===== src/rtl/mem_access_queue_if.sv =====
// Core request, GMEM (AXI-like), CRAM and CDB signal bundle for mem_access_queue.
// Error-response signals exist only when MEM_ERR_CHK_EN is defined.
interface mem_access_queue_if #(
    parameter int DATA_W      = 32,
    parameter int ADDR_W      = 32,
    parameter int RSV_ID_W    = 4,
    parameter int GMEM_DATA_W = 128
);
    logic                       req_valid;
    logic                       req_ready;
    logic [RSV_ID_W-1:0]        req_rsv_id;
    logic                       req_we;
    logic [1:0]                 req_size;
    logic [ADDR_W-1:0]          req_addr;
    logic [DATA_W-1:0]          req_data;

    logic                       gm_awvalid;
    logic                       gm_awready;
    logic [ADDR_W-1:0]          gm_awaddr;
    logic                       gm_wvalid;
    logic                       gm_wready;
    logic [GMEM_DATA_W-1:0]     gm_wdata;
    logic [GMEM_DATA_W/8-1:0]   gm_wstrb;
    logic                       gm_bvalid;
    logic                       gm_bready;
    logic                       gm_arvalid;
    logic                       gm_arready;
    logic [ADDR_W-1:0]          gm_araddr;
    logic                       gm_rvalid;
    logic                       gm_rready;
    logic [GMEM_DATA_W-1:0]     gm_rdata;

    logic                       cr_arvalid;
    logic                       cr_arready;
    logic [ADDR_W-1:0]          cr_araddr;
    logic                       cr_rvalid;
    logic                       cr_rready;
    logic [DATA_W-1:0]          cr_rdata;

    logic                       cdb_valid;
    logic                       cdb_ready;
    logic [RSV_ID_W+DATA_W-1:0] cdb;
`ifdef MEM_ERR_CHK_EN
    logic [1:0]                 gm_bresp;
    logic [1:0]                 gm_rresp;
    logic [1:0]                 cr_rresp;
    logic                       err_valid;
    logic [ADDR_W-1:0]          err_addr;
`endif

    modport master (
        input  req_valid, req_rsv_id, req_we, req_size, req_addr, req_data,
        output req_ready,
        output gm_awvalid, gm_awaddr, gm_wvalid, gm_wdata, gm_wstrb, gm_bready,
        output gm_arvalid, gm_araddr, gm_rready,
        input  gm_awready, gm_wready, gm_bvalid, gm_arready, gm_rvalid, gm_rdata,
        output cr_arvalid, cr_araddr, cr_rready,
        input  cr_arready, cr_rvalid, cr_rdata,
        output cdb_valid, cdb,
        input  cdb_ready
`ifdef MEM_ERR_CHK_EN
        , input gm_bresp, gm_rresp, cr_rresp
        , output err_valid, err_addr
`endif
    );

    modport slave (
        output req_valid, req_rsv_id, req_we, req_size, req_addr, req_data,
        input  req_ready,
        input  gm_awvalid, gm_awaddr, gm_wvalid, gm_wdata, gm_wstrb, gm_bready,
        input  gm_arvalid, gm_araddr, gm_rready,
        output gm_awready, gm_wready, gm_bvalid, gm_arready, gm_rvalid, gm_rdata,
        input  cr_arvalid, cr_araddr, cr_rready,
        output cr_arready, cr_rvalid, cr_rdata,
        input  cdb_valid, cdb,
        output cdb_ready
`ifdef MEM_ERR_CHK_EN
        , output gm_bresp, gm_rresp, cr_rresp
        , input err_valid, err_addr
`endif
    );
endinterface


===== src/rtl/mem_access_queue.sv =====
// In-order load/store unit: request FIFO, CRAM/GMEM routing, lane steering, registered CDB output.
// Optional MEM_ERR_CHK_EN adds bresp/rresp checking with err_valid/err_addr reporting.
//
// state    | meaning
// IDLE     | waiting for a queued (or arriving) request
// WR       | store address/data phases outstanding
// WR_RESP  | waiting for the GMEM write response
// RD_CR    | CRAM read: address phase, then data
// RD_GM    | GMEM read: address phase, then data
// CDB      | load result held on the CDB until accepted
module mem_access_queue #(
    parameter int DATA_W      = 32,
    parameter int ADDR_W      = 32,
    parameter int RSV_ID_W    = 4,
    parameter int GMEM_DATA_W = 128,
    parameter int CRAM_ADDR_W = 14,
    parameter int REQ_DEPTH   = 4
) (
    input logic                 clk,
    input logic                 nrst,
    mem_access_queue_if.master  bus
);
    localparam int STRB_W = GMEM_DATA_W / 8;
    localparam int OFF_W  = $clog2(STRB_W);
    localparam int WOFF_W = $clog2(DATA_W / 8);
    localparam int PTR_W  = $clog2(REQ_DEPTH);

    typedef struct packed {
        logic [RSV_ID_W-1:0] id;
        logic                we;
        logic [1:0]          size;
        logic [ADDR_W-1:0]   addr;
        logic [DATA_W-1:0]   data;
    } req_t;

    typedef enum logic [2:0] {S_IDLE, S_WR, S_WR_RESP, S_RD_CR, S_RD_GM, S_CDB} state_t;

    state_t state, state_n;
    req_t   fifo_q [REQ_DEPTH];
    req_t   new_req, head, dec;
    logic [PTR_W-1:0] rd_ptr, wr_ptr;
    logic [PTR_W:0]   count;
    logic full, empty, enq, pop;
    logic aw_done, w_done, ar_done;
    logic aw_hs, w_hs, ar_hs, rd_hs;
    logic [RSV_ID_W+DATA_W-1:0] cdb_q;
    logic [DATA_W-1:0] gm_lo, cr_lo, rd_data;
    logic [STRB_W-1:0] strb_base;
    logic [DATA_W-1:0] wdata_lane;

    function automatic logic [ADDR_W-1:0] align(input logic [ADDR_W-1:0] a, input logic [1:0] sz);
        logic [ADDR_W-1:0] r;
        r = a;
        if (sz == 2'd1) r[0] = 1'b0;
        else if (sz != 2'd0) r[1:0] = 2'b00;
        return r;
    endfunction

    function automatic logic [DATA_W-1:0] size_ext(input logic [DATA_W-1:0] v, input logic [1:0] sz);
        case (sz)
            2'd0:    return {{(DATA_W-8){1'b0}}, v[7:0]};
            2'd1:    return {{(DATA_W-16){1'b0}}, v[15:0]};
            default: return v;
        endcase
    endfunction

    function automatic logic is_cram(input logic [ADDR_W-1:0] a);
        return a[ADDR_W-1:CRAM_ADDR_W] == '0;
    endfunction

    always_comb begin
        new_req      = '0;
        new_req.id   = bus.req_rsv_id;
        new_req.we   = bus.req_we;
        new_req.size = bus.req_size;
        new_req.addr = align(bus.req_addr, bus.req_size);
        new_req.data = bus.req_data;
    end

    assign full  = (count == (PTR_W+1)'(REQ_DEPTH));
    assign empty = (count == '0);
    assign head  = fifo_q[rd_ptr];
    // An empty queue decodes the arriving request so a load issues the cycle after acceptance.
    assign dec   = empty ? new_req : head;
    assign enq   = bus.req_valid & bus.req_ready;
    assign pop   = ((state == S_WR_RESP) & bus.gm_bvalid) | ((state == S_CDB) & bus.cdb_ready);

    assign bus.req_ready = nrst & ~full;

    always_ff @(posedge clk) begin
        if (enq) fifo_q[wr_ptr] <= new_req;
    end

    always_ff @(posedge clk or negedge nrst) begin
        if (!nrst) begin
            rd_ptr <= '0;
            wr_ptr <= '0;
            count  <= '0;
        end else begin
            if (enq) wr_ptr <= wr_ptr + 1'b1;
            if (pop) rd_ptr <= rd_ptr + 1'b1;
            case ({enq, pop})
                2'b10:   count <= count + 1'b1;
                2'b01:   count <= count - 1'b1;
                default: ;
            endcase
        end
    end

    always_ff @(posedge clk or negedge nrst) begin
        if (!nrst) state <= S_IDLE;
        else       state <= state_n;
    end

    always_comb begin
        state_n = state;
        case (state)
            S_IDLE:    if (!empty || enq)
                           state_n = dec.we ? S_WR : (is_cram(dec.addr) ? S_RD_CR : S_RD_GM);
            S_WR:      if ((aw_done | aw_hs) & (w_done | w_hs)) state_n = S_WR_RESP;
            S_WR_RESP: if (bus.gm_bvalid) state_n = S_IDLE;
            S_RD_CR,
            S_RD_GM:   if (rd_hs) state_n = S_CDB;
            S_CDB:     if (bus.cdb_ready) state_n = S_IDLE;
            default:   state_n = S_IDLE;
        endcase
    end

    always_comb begin
        bus.gm_awvalid = (state == S_WR) & ~aw_done;
        bus.gm_wvalid  = (state == S_WR) & ~w_done;
        bus.gm_bready  = (state == S_WR_RESP);
        bus.gm_arvalid = (state == S_RD_GM) & ~ar_done;
        bus.gm_rready  = (state == S_RD_GM) & ar_done;
        bus.cr_arvalid = (state == S_RD_CR) & ~ar_done;
        bus.cr_rready  = (state == S_RD_CR) & ar_done;
        bus.cdb_valid  = (state == S_CDB);
    end

    assign aw_hs = bus.gm_awvalid & bus.gm_awready;
    assign w_hs  = bus.gm_wvalid & bus.gm_wready;
    assign ar_hs = (bus.gm_arvalid & bus.gm_arready) | (bus.cr_arvalid & bus.cr_arready);
    assign rd_hs = (bus.gm_rready & bus.gm_rvalid) | (bus.cr_rready & bus.cr_rvalid);

    always_ff @(posedge clk or negedge nrst) begin
        if (!nrst) begin
            aw_done <= 1'b0;
            w_done  <= 1'b0;
            ar_done <= 1'b0;
        end else if (state_n != state) begin
            aw_done <= 1'b0;
            w_done  <= 1'b0;
            ar_done <= 1'b0;
        end else begin
            aw_done <= aw_done | aw_hs;
            w_done  <= w_done | w_hs;
            ar_done <= ar_done | ar_hs;
        end
    end

    // Store lanes: data replicated at its own size so every byte lane carries it.
    always_comb begin
        case (head.size)
            2'd0:    begin wdata_lane = {(DATA_W/8){head.data[7:0]}};   strb_base = STRB_W'(1); end
            2'd1:    begin wdata_lane = {(DATA_W/16){head.data[15:0]}}; strb_base = STRB_W'(3); end
            default: begin wdata_lane = head.data; strb_base = STRB_W'({(DATA_W/8){1'b1}}); end
        endcase
    end

    assign bus.gm_awaddr = head.addr;
    assign bus.gm_araddr = head.addr;
    assign bus.cr_araddr = head.addr;
    assign bus.gm_wdata  = {(GMEM_DATA_W/DATA_W){wdata_lane}};
    assign bus.gm_wstrb  = strb_base << head.addr[OFF_W-1:0];

    assign gm_lo = DATA_W'(bus.gm_rdata >> {head.addr[OFF_W-1:0], 3'b000});
    assign cr_lo = bus.cr_rdata >> {head.addr[WOFF_W-1:0], 3'b000};

`ifdef MEM_ERR_CHK_EN
    logic rd_err, wr_err;
    logic err_valid_q;
    logic [ADDR_W-1:0] err_addr_q;

    assign rd_err  = rd_hs & ((state == S_RD_CR) ? (bus.cr_rresp != 2'b00) : (bus.gm_rresp != 2'b00));
    assign wr_err  = bus.gm_bready & bus.gm_bvalid & (bus.gm_bresp != 2'b00);
    assign rd_data = rd_err ? '0 : size_ext((state == S_RD_CR) ? cr_lo : gm_lo, head.size);

    always_ff @(posedge clk or negedge nrst) begin
        if (!nrst) begin
            err_valid_q <= 1'b0;
            err_addr_q  <= '0;
        end else begin
            err_valid_q <= rd_err | wr_err;
            if (rd_err | wr_err) err_addr_q <= head.addr;
        end
    end

    assign bus.err_valid = err_valid_q;
    assign bus.err_addr  = err_addr_q;
`else
    assign rd_data = size_ext((state == S_RD_CR) ? cr_lo : gm_lo, head.size);
`endif

    always_ff @(posedge clk or negedge nrst) begin
        if (!nrst)      cdb_q <= '0;
        else if (rd_hs) cdb_q <= {head.id, rd_data};
    end

    assign bus.cdb = cdb_q;
endmodule


===== src/flat_wrapper.sv =====
// flat-port wrapper written by rule: the top's interface ports become plain ports
module mem_access_queue_flat 
#(
    parameter int DATA_W      = 32,
    parameter int ADDR_W      = 32,
    parameter int RSV_ID_W    = 4,
    parameter int GMEM_DATA_W = 128,
    parameter int CRAM_ADDR_W = 14,
    parameter int REQ_DEPTH   = 4
)
  (clk, nrst, bus_req_valid, bus_req_rsv_id, bus_req_we, bus_req_size, bus_req_addr, bus_req_data, bus_req_ready, bus_gm_awvalid, bus_gm_awaddr, bus_gm_wvalid, bus_gm_wdata, bus_gm_wstrb, bus_gm_bready, bus_gm_arvalid, bus_gm_araddr, bus_gm_rready, bus_gm_awready, bus_gm_wready, bus_gm_bvalid, bus_gm_arready, bus_gm_rvalid, bus_gm_rdata, bus_cr_arvalid, bus_cr_araddr, bus_cr_rready, bus_cr_arready, bus_cr_rvalid, bus_cr_rdata, bus_cdb_valid, bus_cdb, bus_cdb_ready);
  mem_access_queue_if #(.DATA_W(DATA_W), .ADDR_W(ADDR_W), .RSV_ID_W(RSV_ID_W), .GMEM_DATA_W(GMEM_DATA_W)) bus_i ();
  input logic clk;
  input logic nrst;
  input wire logic [$bits(bus_i.req_valid)-1:0] bus_req_valid;
  input wire logic [$bits(bus_i.req_rsv_id)-1:0] bus_req_rsv_id;
  input wire logic [$bits(bus_i.req_we)-1:0] bus_req_we;
  input wire logic [$bits(bus_i.req_size)-1:0] bus_req_size;
  input wire logic [$bits(bus_i.req_addr)-1:0] bus_req_addr;
  input wire logic [$bits(bus_i.req_data)-1:0] bus_req_data;
  output wire logic [$bits(bus_i.req_ready)-1:0] bus_req_ready;
  output wire logic [$bits(bus_i.gm_awvalid)-1:0] bus_gm_awvalid;
  output wire logic [$bits(bus_i.gm_awaddr)-1:0] bus_gm_awaddr;
  output wire logic [$bits(bus_i.gm_wvalid)-1:0] bus_gm_wvalid;
  output wire logic [$bits(bus_i.gm_wdata)-1:0] bus_gm_wdata;
  output wire logic [$bits(bus_i.gm_wstrb)-1:0] bus_gm_wstrb;
  output wire logic [$bits(bus_i.gm_bready)-1:0] bus_gm_bready;
  output wire logic [$bits(bus_i.gm_arvalid)-1:0] bus_gm_arvalid;
  output wire logic [$bits(bus_i.gm_araddr)-1:0] bus_gm_araddr;
  output wire logic [$bits(bus_i.gm_rready)-1:0] bus_gm_rready;
  input wire logic [$bits(bus_i.gm_awready)-1:0] bus_gm_awready;
  input wire logic [$bits(bus_i.gm_wready)-1:0] bus_gm_wready;
  input wire logic [$bits(bus_i.gm_bvalid)-1:0] bus_gm_bvalid;
  input wire logic [$bits(bus_i.gm_arready)-1:0] bus_gm_arready;
  input wire logic [$bits(bus_i.gm_rvalid)-1:0] bus_gm_rvalid;
  input wire logic [$bits(bus_i.gm_rdata)-1:0] bus_gm_rdata;
  output wire logic [$bits(bus_i.cr_arvalid)-1:0] bus_cr_arvalid;
  output wire logic [$bits(bus_i.cr_araddr)-1:0] bus_cr_araddr;
  output wire logic [$bits(bus_i.cr_rready)-1:0] bus_cr_rready;
  input wire logic [$bits(bus_i.cr_arready)-1:0] bus_cr_arready;
  input wire logic [$bits(bus_i.cr_rvalid)-1:0] bus_cr_rvalid;
  input wire logic [$bits(bus_i.cr_rdata)-1:0] bus_cr_rdata;
  output wire logic [$bits(bus_i.cdb_valid)-1:0] bus_cdb_valid;
  output wire logic [$bits(bus_i.cdb)-1:0] bus_cdb;
  input wire logic [$bits(bus_i.cdb_ready)-1:0] bus_cdb_ready;
  assign bus_i.req_valid = bus_req_valid;
  assign bus_i.req_rsv_id = bus_req_rsv_id;
  assign bus_i.req_we = bus_req_we;
  assign bus_i.req_size = bus_req_size;
  assign bus_i.req_addr = bus_req_addr;
  assign bus_i.req_data = bus_req_data;
  assign bus_req_ready = bus_i.req_ready;
  assign bus_gm_awvalid = bus_i.gm_awvalid;
  assign bus_gm_awaddr = bus_i.gm_awaddr;
  assign bus_gm_wvalid = bus_i.gm_wvalid;
  assign bus_gm_wdata = bus_i.gm_wdata;
  assign bus_gm_wstrb = bus_i.gm_wstrb;
  assign bus_gm_bready = bus_i.gm_bready;
  assign bus_gm_arvalid = bus_i.gm_arvalid;
  assign bus_gm_araddr = bus_i.gm_araddr;
  assign bus_gm_rready = bus_i.gm_rready;
  assign bus_i.gm_awready = bus_gm_awready;
  assign bus_i.gm_wready = bus_gm_wready;
  assign bus_i.gm_bvalid = bus_gm_bvalid;
  assign bus_i.gm_arready = bus_gm_arready;
  assign bus_i.gm_rvalid = bus_gm_rvalid;
  assign bus_i.gm_rdata = bus_gm_rdata;
  assign bus_cr_arvalid = bus_i.cr_arvalid;
  assign bus_cr_araddr = bus_i.cr_araddr;
  assign bus_cr_rready = bus_i.cr_rready;
  assign bus_i.cr_arready = bus_cr_arready;
  assign bus_i.cr_rvalid = bus_cr_rvalid;
  assign bus_i.cr_rdata = bus_cr_rdata;
  assign bus_cdb_valid = bus_i.cdb_valid;
  assign bus_cdb = bus_i.cdb;
  assign bus_i.cdb_ready = bus_cdb_ready;
  mem_access_queue #(.DATA_W(DATA_W), .ADDR_W(ADDR_W), .RSV_ID_W(RSV_ID_W), .GMEM_DATA_W(GMEM_DATA_W), .CRAM_ADDR_W(CRAM_ADDR_W), .REQ_DEPTH(REQ_DEPTH)) u_core (.clk(clk), .nrst(nrst), .bus(bus_i));
endmodule

===== config.mk =====
export PLATFORM = sky130hd
export DESIGN_NAME = mem_access_queue_flat
export DESIGN_NICKNAME = d
export VERILOG_FILES = /design/src/rtl/mem_access_queue_if.sv /design/src/rtl/mem_access_queue.sv /design/src/flat_wrapper.sv
export SDC_FILE = /design/constraint.sdc
export NUM_CORES = 1
export LEC_CHECK = 0
export CORE_AREA = 4 4 205 207
export CTS_BUF_LIST = sky130_fd_sc_hd__clkbuf_2 sky130_fd_sc_hd__clkbuf_4 sky130_fd_sc_hd__clkbuf_8
export CTS_CLUSTER_DIAMETER = 120
export DETAILED_ROUTE_END_ITERATION = 16
export DIE_AREA = 0 0 209 211
export PLACE_DENSITY = 0.78
export SKIP_LAST_GASP = 1
export SLEW_MARGIN = 30
export SYNTH_ARGS = -nofsm -noshare
export SYNTH_HDL_FRONTEND = slang
export SYNTH_SLANG_ARGS = --single-unit

===== constraint.sdc =====
create_clock -name clk -period 3.5 [get_ports clk]
set_clock_uncertainty 0.15 [all_clocks]
set_input_delay 0.875 -clock clk [delete_from_list [all_inputs] [get_ports clk]]
set_output_delay 0.875 -clock clk [all_outputs]
set_load 0.01 [all_outputs]

==> results.json, run 1 <==
{
  "drtIter0Drc": 1236,
  "rows": 74,
  "ys_ff_latch": 333,
  "drv_cap": 0,
  "critPathSlowestCell": "dfrtp_4",
  "post-place-ws_ns": -0.00669,
  "antenna_found_initial": 2,
  "ant_nets": 0,
  "p_leak_nw": 9.79,
  "vias": 14900,
  "crit_required_ns": 2.47,
  "synth-edff-count": 284,
  "async_flop_share": 0.147,
  "hold-worst-slack_ns": 0.282,
  "dieWidth_um": 209,
  "synth_top_area_frac": 0.456,
  "ys_seq_area_frac": 0.522,
  "yosys_warnings": 0,
  "setup_ws_ns": -0.169,
  "synth-main-ff-cell": "edfxtp_1",
  "cts_tree": "built",
  "gp_congestion": 0.989,
  "start_util": 0.463,
  "endpoint_kind": "primary output",
  "synth_largest_area_cell": "edfxtp_1",
  "htreeDepth": 2,
  "final_cells": 2529,
  "synth.distinct_cells": 71,
  "syn_inst": 1512,
  "final_layout_size_suffix_gt1_frac": 0.251,
  "p_per_area_mw_per_mm2": 955,
  "clockPowerShare": 0.150,
  "cts_buffer_depth": 3,
  "hold_class": "in -> async",
  "post-dp-hpwl_mm": 47.6,
  "violations": "negative setup slack",
  "drc": 0,
  "path_class": "reg -> out",
  "hold_viol": 0,
  "dieArea_mm2": 0.0441,
  "grt_pass1_wl_mm": 99.2,
  "fin_crit_ns": 3.67,
  "placedCellCount": 2366,
  "fin_crit_sh": 1.05,
  "finalMaxSlewViolations": 0,
  "io_buffers": 526,
  "areaGrowthSynthToFinish_pct": 36.7,
  "startpoint_type": "flip-flop",
  "critical-path-top-delay-family": "flip-flops",
  "crit_path_cell_trace": "buf_6 > mux2i_1 > mux2_4 > inv_6 > nand2b_4 > nor2_2 > a21oi_1 > o22ai_2 > buf_2",
  "drt-pass1-iter-count": 5,
  "grt_pass1_vias": 15400,
  "vdd_drop_max_uv": 779,
  "p_int_mw": 14.5,
  "p_sw_mw": 9.94,
  "drt_wl_total_mm": 68.2,
  "setup_violations": 175,
  "worst_pin_slew_ns": 0.761,
  "power_frac_comb": 0.635,
  "synth_area_leaders": "edfxtp_1, mux4_2, buf_4, dfrtp_1, mux2i_1",
  "fmax_ghz": 0.273,
  "clock_latency_ns": 0.63,
  "crit_path_max_incr_delay_ns": 0.52,
  "boundaryPins": 527,
  "die_y_um": 211,
  "rsz0062_at_grt": "true",
  "overflow": 0,
  "viasPerCell": 5.88,
  "grt_max_degree": 91,
  "switching_share": 0.408,
  "reg2reg_slack_ns": 0.12,
  "fin_setup_tns_ns": -15.96,
  "crit_arrival_ns": 2.64,
  "worst-path-buf-inv": 3,
  "cts_made_buffers": 54,
  "p_seq_frac": 0.215,
  "final_util": 0.633,
  "synth_nets": 1760,
  "clkTransAtPathRegs_ns": 0.08,
  "syn_avg_cell_area_um2": 12.4,
  "max_slew_margin": 0.492,
  "wire_per_inst_um": 27.0,
  "cts.sinks": 333,
  "fillers": 3069,
  "fin_nets": 2202,
  "clockRootBuffer": "clkbuf_8",
  "status": "finished with violations",
  "syn_area_mm2": 0.0187,
  "core-area_mm2": 0.0404,
  "crit_fanout": 11,
  "track_usage": 0.296
}
cell type report:
| class | count | area (um^2) | share of cell area |
|---|---|---|---|
| well taps | 532 | 666 | 0.0261 |
| repair buffers | 681 | 6670 | 0.261 |
| multi-input cells | 871 | 7210 | 0.282 |
| clock inverters | 32 | 315 | 0.0123 |
| flip-flops and latches | 333 | 9760 | 0.382 |
| inverters | 13 | 77.6 | 0.00304 |
| diodes | 1 | 2.50 | 0.0000979 |
| clock buffers | 66 | 846 | 0.0331 |
what timing repair did:
item	CTS	global route
gates cloned	6	1
setup endpoints to repair	234	210
resized for setup	536	93
setup buffers	34	25
hold endpoints to repair	0	0
hold buffers	0	0
pin swaps	8	16
sequential cells by signal (all words and copies together), names as in the netlist:
register,flops
u_core.fifo_q,284
u_core.bus.cdb,36
u_core.count,3
u_core.state,3
u_core.rd_ptr,2
u_core.wr_ptr,2
u_core.ar_done,1
u_core.aw_done,1
u_core.w_done,1
cell families (layout without fill, tap and decap cells):
| group | Yosys count | count (layout) | synth area share |
|---|---|---|---|
| XOR/XNOR | 6 | 6 | 0.00281 |
| buffers and inverters | 308 | 792 | 0.110 |
| AO/OA/AOI/OAI | 275 | 275 | 0.0999 |
| flip-flops | 333 | 333 | 0.522 |
| adder cells (fa/ha/maj) | 6 | 6 | 0.00442 |
| multiplexers | 223 | 223 | 0.173 |
| other | 0 | 1 | 0 |
| AND/OR/NAND/NOR | 361 | 361 | 0.0874 |
final timing paths:
path / start / endpoint / cells after the start
setup / recovery: u_core.rd_ptr[1] / bus_gm_wstrb[10] / 9
hold / removal: nrst / u_core.bus.cdb[0] / 2
setup reg to reg: u_core.rd_ptr[0] / u_core.bus.cdb[10] / 9
hold reg to reg: u_core.bus.cdb[34] / u_core.bus.cdb[34] / 2
max in group asynchronous: nrst / u_core.rd_ptr[1] / 2
min in group clk: u_core.bus.cdb[34] / u_core.bus.cdb[34] / 2
power by group through the flow:
stage          combinational [mW]  clock (mW)  sequential [mW]
2_1_floorplan                9.17           0             5.26
3_3_place_gp                 14.1           0             5.31
3_5_place_dp                 14.2           0             5.35
4_1_cts                      14.8        3.72             5.24
5_1_grt                      16.4        3.92             5.30
6_report                     15.5        3.65             5.25
stage by stage:
stage	total power, mW	instance area, um^2
after floorplan	14.4	18700
after global placement	19.5	23500
after detailed placement	19.6	23500
after CTS	23.8	25100
after global routing	25.6	25600
final	24.4	25600
cell usage in the layout, fill, tap and decap left out, types with 18 or more instances in the layout:
master           instances
buf_6                   63
nor2b_1                 27
nor2_1                  54
mux4_2                  78
o21ai_0                 30
clkbuf_8                56
mux2_4                  19
buf_4                  112
dlygate4sd2_1           66
a211oi_1                45
clkdlybuf4s50_1        348
buf_2                   36
a21oi_1                 59
nand2_1                172
a31oi_1                 18
nand3_1                 32
mux2i_1                115
dfrtp_1                 47
edfxtp_1               284
cell usage after synthesis, types with 4 or more instances:
cell type    n
a211oi_1    46
o22ai_1      7
buf_2       31
o21ai_0     41
nand4_1      5
and3_1       6
clkbuf_1    36
a31oi_1     19
nor4_1      11
ha_1         5
o31ai_1      6
a221o_1      4
a21oi_1     62
o41ai_1      5
a2111oi_0    4
inv_1       11
nor3_1       8
a41oi_1      5
mux4_2      78
buf_1        9
nor2_1      63
o221ai_1     5
mux2_2      25
mux2i_1    120
nand2b_1     5
nand3_1     32
buf_6        8
o2bb2ai_1    4
a221oi_1     7
buf_4      209
dfrtp_1     49
o211ai_1     7
a32oi_1      8
and2_1      13
edfxtp_1   284
nor2b_1     27
a311oi_1     4
a22oi_1     14
o2111ai_1    4
nand2_1    177
metal layers:
metal | track usage | share of wire | vias to the layer above
li1 | - | - | 6462
met1 | 0.361 | 0.37 | 7297
met2 | 0.516 | 0.50 | 948
met3 | 0.0719 | 0.089 | 152
met4 | 0.105 | 0.037 | 2
met5 | 0 | 0.00029 | -
Note: power is estimated with default switching activity, not from simulation.
==> run 2, diff against run 1 <==
- GPL_TIMING_DRIVEN: not set -> 0
==> results.json, run 2 (same netlist as run 1, synthesis figures left out) <==
{
  "core-area_mm2": 0.0404,
  "rows": 74,
  "regArea_mm2": 0.00976,
  "finalMaxSlewViolations": 0,
  "p_per_area_mw_per_mm2": 1110,
  "worst-path-buf-inv": 7,
  "crit_fanout": 10,
  "post-dp-hpwl_mm": 61.9,
  "dieArea_mm2": 0.0441,
  "fin_nets": 2525,
  "worst_pin_slew_ns": 1.14,
  "startpoint_type": "flip-flop",
  "vdd_drop_max_uv": 1140,
  "gp_congestion": 1.04,
  "drv_cap": 0,
  "crit-reg2reg-launch": "u_core.rd_ptr[0]",
  "cts_made_buffers": 53,
  "fin_crit_sh": 1.14,
  "mostFrequentLayoutCells": "clkdlybuf4s50_1, edfxtp_1, buf_6, buf_4, nand2_1",
  "start_util": 0.463,
  "final_area_mm2": 0.0293,
  "max_slew_margin": 0.241,
  "viasPerCell": 6.38,
  "cts_buffer_depth": 3,
  "cts_tree": "built",
  "endpoint": "bus_gm_araddr[10]",
  "path_class": "reg -> out",
  "track_usage": 0.408,
  "areaGrowthSynthToFinish_pct": 56.5,
  "clock_latency_ns": 0.66,
  "startpoint": "u_core.rd_ptr[1]",
  "drc": 0,
  "hold_viol": 0,
  "hold-worst-slack_ns": 0.0407,
  "setup_violations": 208,
  "reg2reg_to": "u_core.bus.cdb[13]",
  "multiInputGateArea_mm2": 0.00742,
  "p_leak_nw": 12.1,
  "worst-path-stages": 8,
  "layout_commonest_cell": "clkdlybuf4s50_1",
  "violations": "negative setup slack",
  "overflow": 0,
  "fmax_ghz": 0.251,
  "grt_pass1_wl_mm": 130,
  "drtIter0Drc": 2247,
  "largest_register": "u_core.fifo_q",
  "status": "finished with violations",
  "crit_path_cell_trace": "buf_12 > buf_12 > buf_12 > buf_12 > buf_8 > mux4_2 > buf_4 > clkdlybuf4s50_1",
  "vias": 18200,
  "boundaryPins": 527,
  "critical-path-top-delay-family": "buffers and inverters",
  "clkTransAtPathRegs_ns": 0.07,
  "ant_nets": 0,
  "largest_reg_flops": 284,
  "crit_path_max_incr_delay_ns": 0.50,
  "crit_arrival_ns": 2.96,
  "crit_required_ns": 2.47,
  "cts.sinks": 333,
  "rsz0062_at_grt": "true",
  "wire_per_inst_um": 35.3,
  "drt-pass1-iter-count": 6,
  "crit_top_cell": "buf_12",
  "clockRootBuffer": "clkbuf_8",
  "setup_ws_ns": -0.483,
  "endpoint_kind": "primary output",
  "critPathSlowestCell": "clkdlybuf4s50_1",
  "fin_crit_ns": 3.98,
  "reg2reg_slack_ns": -0.06,
  "placed_area_mm2": 0.0248,
  "antenna_found_initial": 6,
  "rr_worst_depth": 14,
  "htreeDepth": 2,
  "die_y_um": 211,
  "grt_pass1_vias": 18200,
  "final_layout_size_suffix_gt1_frac": 0.381,
  "grt_max_degree": 41,
  "dieWidth_um": 209,
  "hold_class": "in -> async",
  "io_buffers": 526,
  "drt_wl_total_mm": 101,
  "fillers": 2512
}
-- run 2: worst min-delay path by stage --
stage	start	endpoint	slack, ns	cells after the start
after CTS	nrst	u_core.bus.cdb[13]	0.06	2
after floorplan	u_core.count[2]	u_core.count[2]	0.33	1
after detailed placement	u_core.bus.cdb[33]	u_core.bus.cdb[33]	0.32	2
final	nrst	u_core.bus.cdb[15]	0.04	2
after global placement	u_core.bus.cdb[32]	u_core.bus.cdb[32]	0.31	2
after global routing	nrst	u_core.bus.cdb[15]	0.04	2
-- run 2: what timing repair did --
action / in CTS / in global routing
pin swaps: 18 / 23
buffers inserted: 128 / 69
hold endpoints to repair: 13 / 0
cloned: 6 / 1
setup endpoints to repair: 243 / 259
hold buffers: 1 / 0
gates resized for setup: 984 / 301
-- run 2: stage by stage --
stage	power [mW]	instances	setup WS (ns)	utilization	setup TNS [ns]
after CTS	29.4	2799	-0.521	0.698	-80.64
after detailed placement	22.6	2579	-1.42	0.615	-172.86
after floorplan	14.4	1512	0.0676	-	0
final	32.3	2854	-0.483	0.725	-65.21
after global placement	22.4	2570	-2.84	0.610	-1021.54
after global routing	33.0	2854	-0.553	0.725	-77.82
-- run 2: final cells by class --
class,count,share of cell area
clock buffer,70,0.0293
timing repair buffer,732,0.257
clock inverter,28,0.00607
inverter,13,0.00248
antenna,2,0.000171
sequential,333,0.334
buffer,273,0.0952
tap,532,0.0228
multi-input combinational,871,0.254
-- run 2: worst reg2reg max path: stages (launching register included) --
cell and delay, ns:
dfrtp_1 0.40, buf_12 0.14, buf_4 0.14, buf_12 0.12, buf_6 0.11, mux2_4 0.24
clkinvlp_4 0.11, buf_6 0.13, or2_4 0.31, buf_4 0.16, buf_4 0.20, nor3_1 0.77
a221oi_1 0.24, nand2_1 0.12, o21ai_0 0.08
-- run 2: per-layer routing --
layer | global-route usage | vias up | wire length, um
met5 | 0 | - | 55
met1 | 0.485 | 8944 | 33700
met3 | 0.118 | 415 | 11700
met4 | 0.215 | 8 | 7330
met2 | 0.678 | 1726 | 47900
li1 | - | 7122 | -
-- run 2: report_power, final --
group / total (mW) / internal, mW / leakage (nW) / switching [mW]
Combinational: 23.5 / 12.1 / 8.36 / 11.4
Clock: 3.53 / 1.70 / 0.537 / 1.83
Sequential: 5.29 / 4.93 / 3.21 / 0.362
Total: 32.3 / 18.7 / 12.1 / 13.6
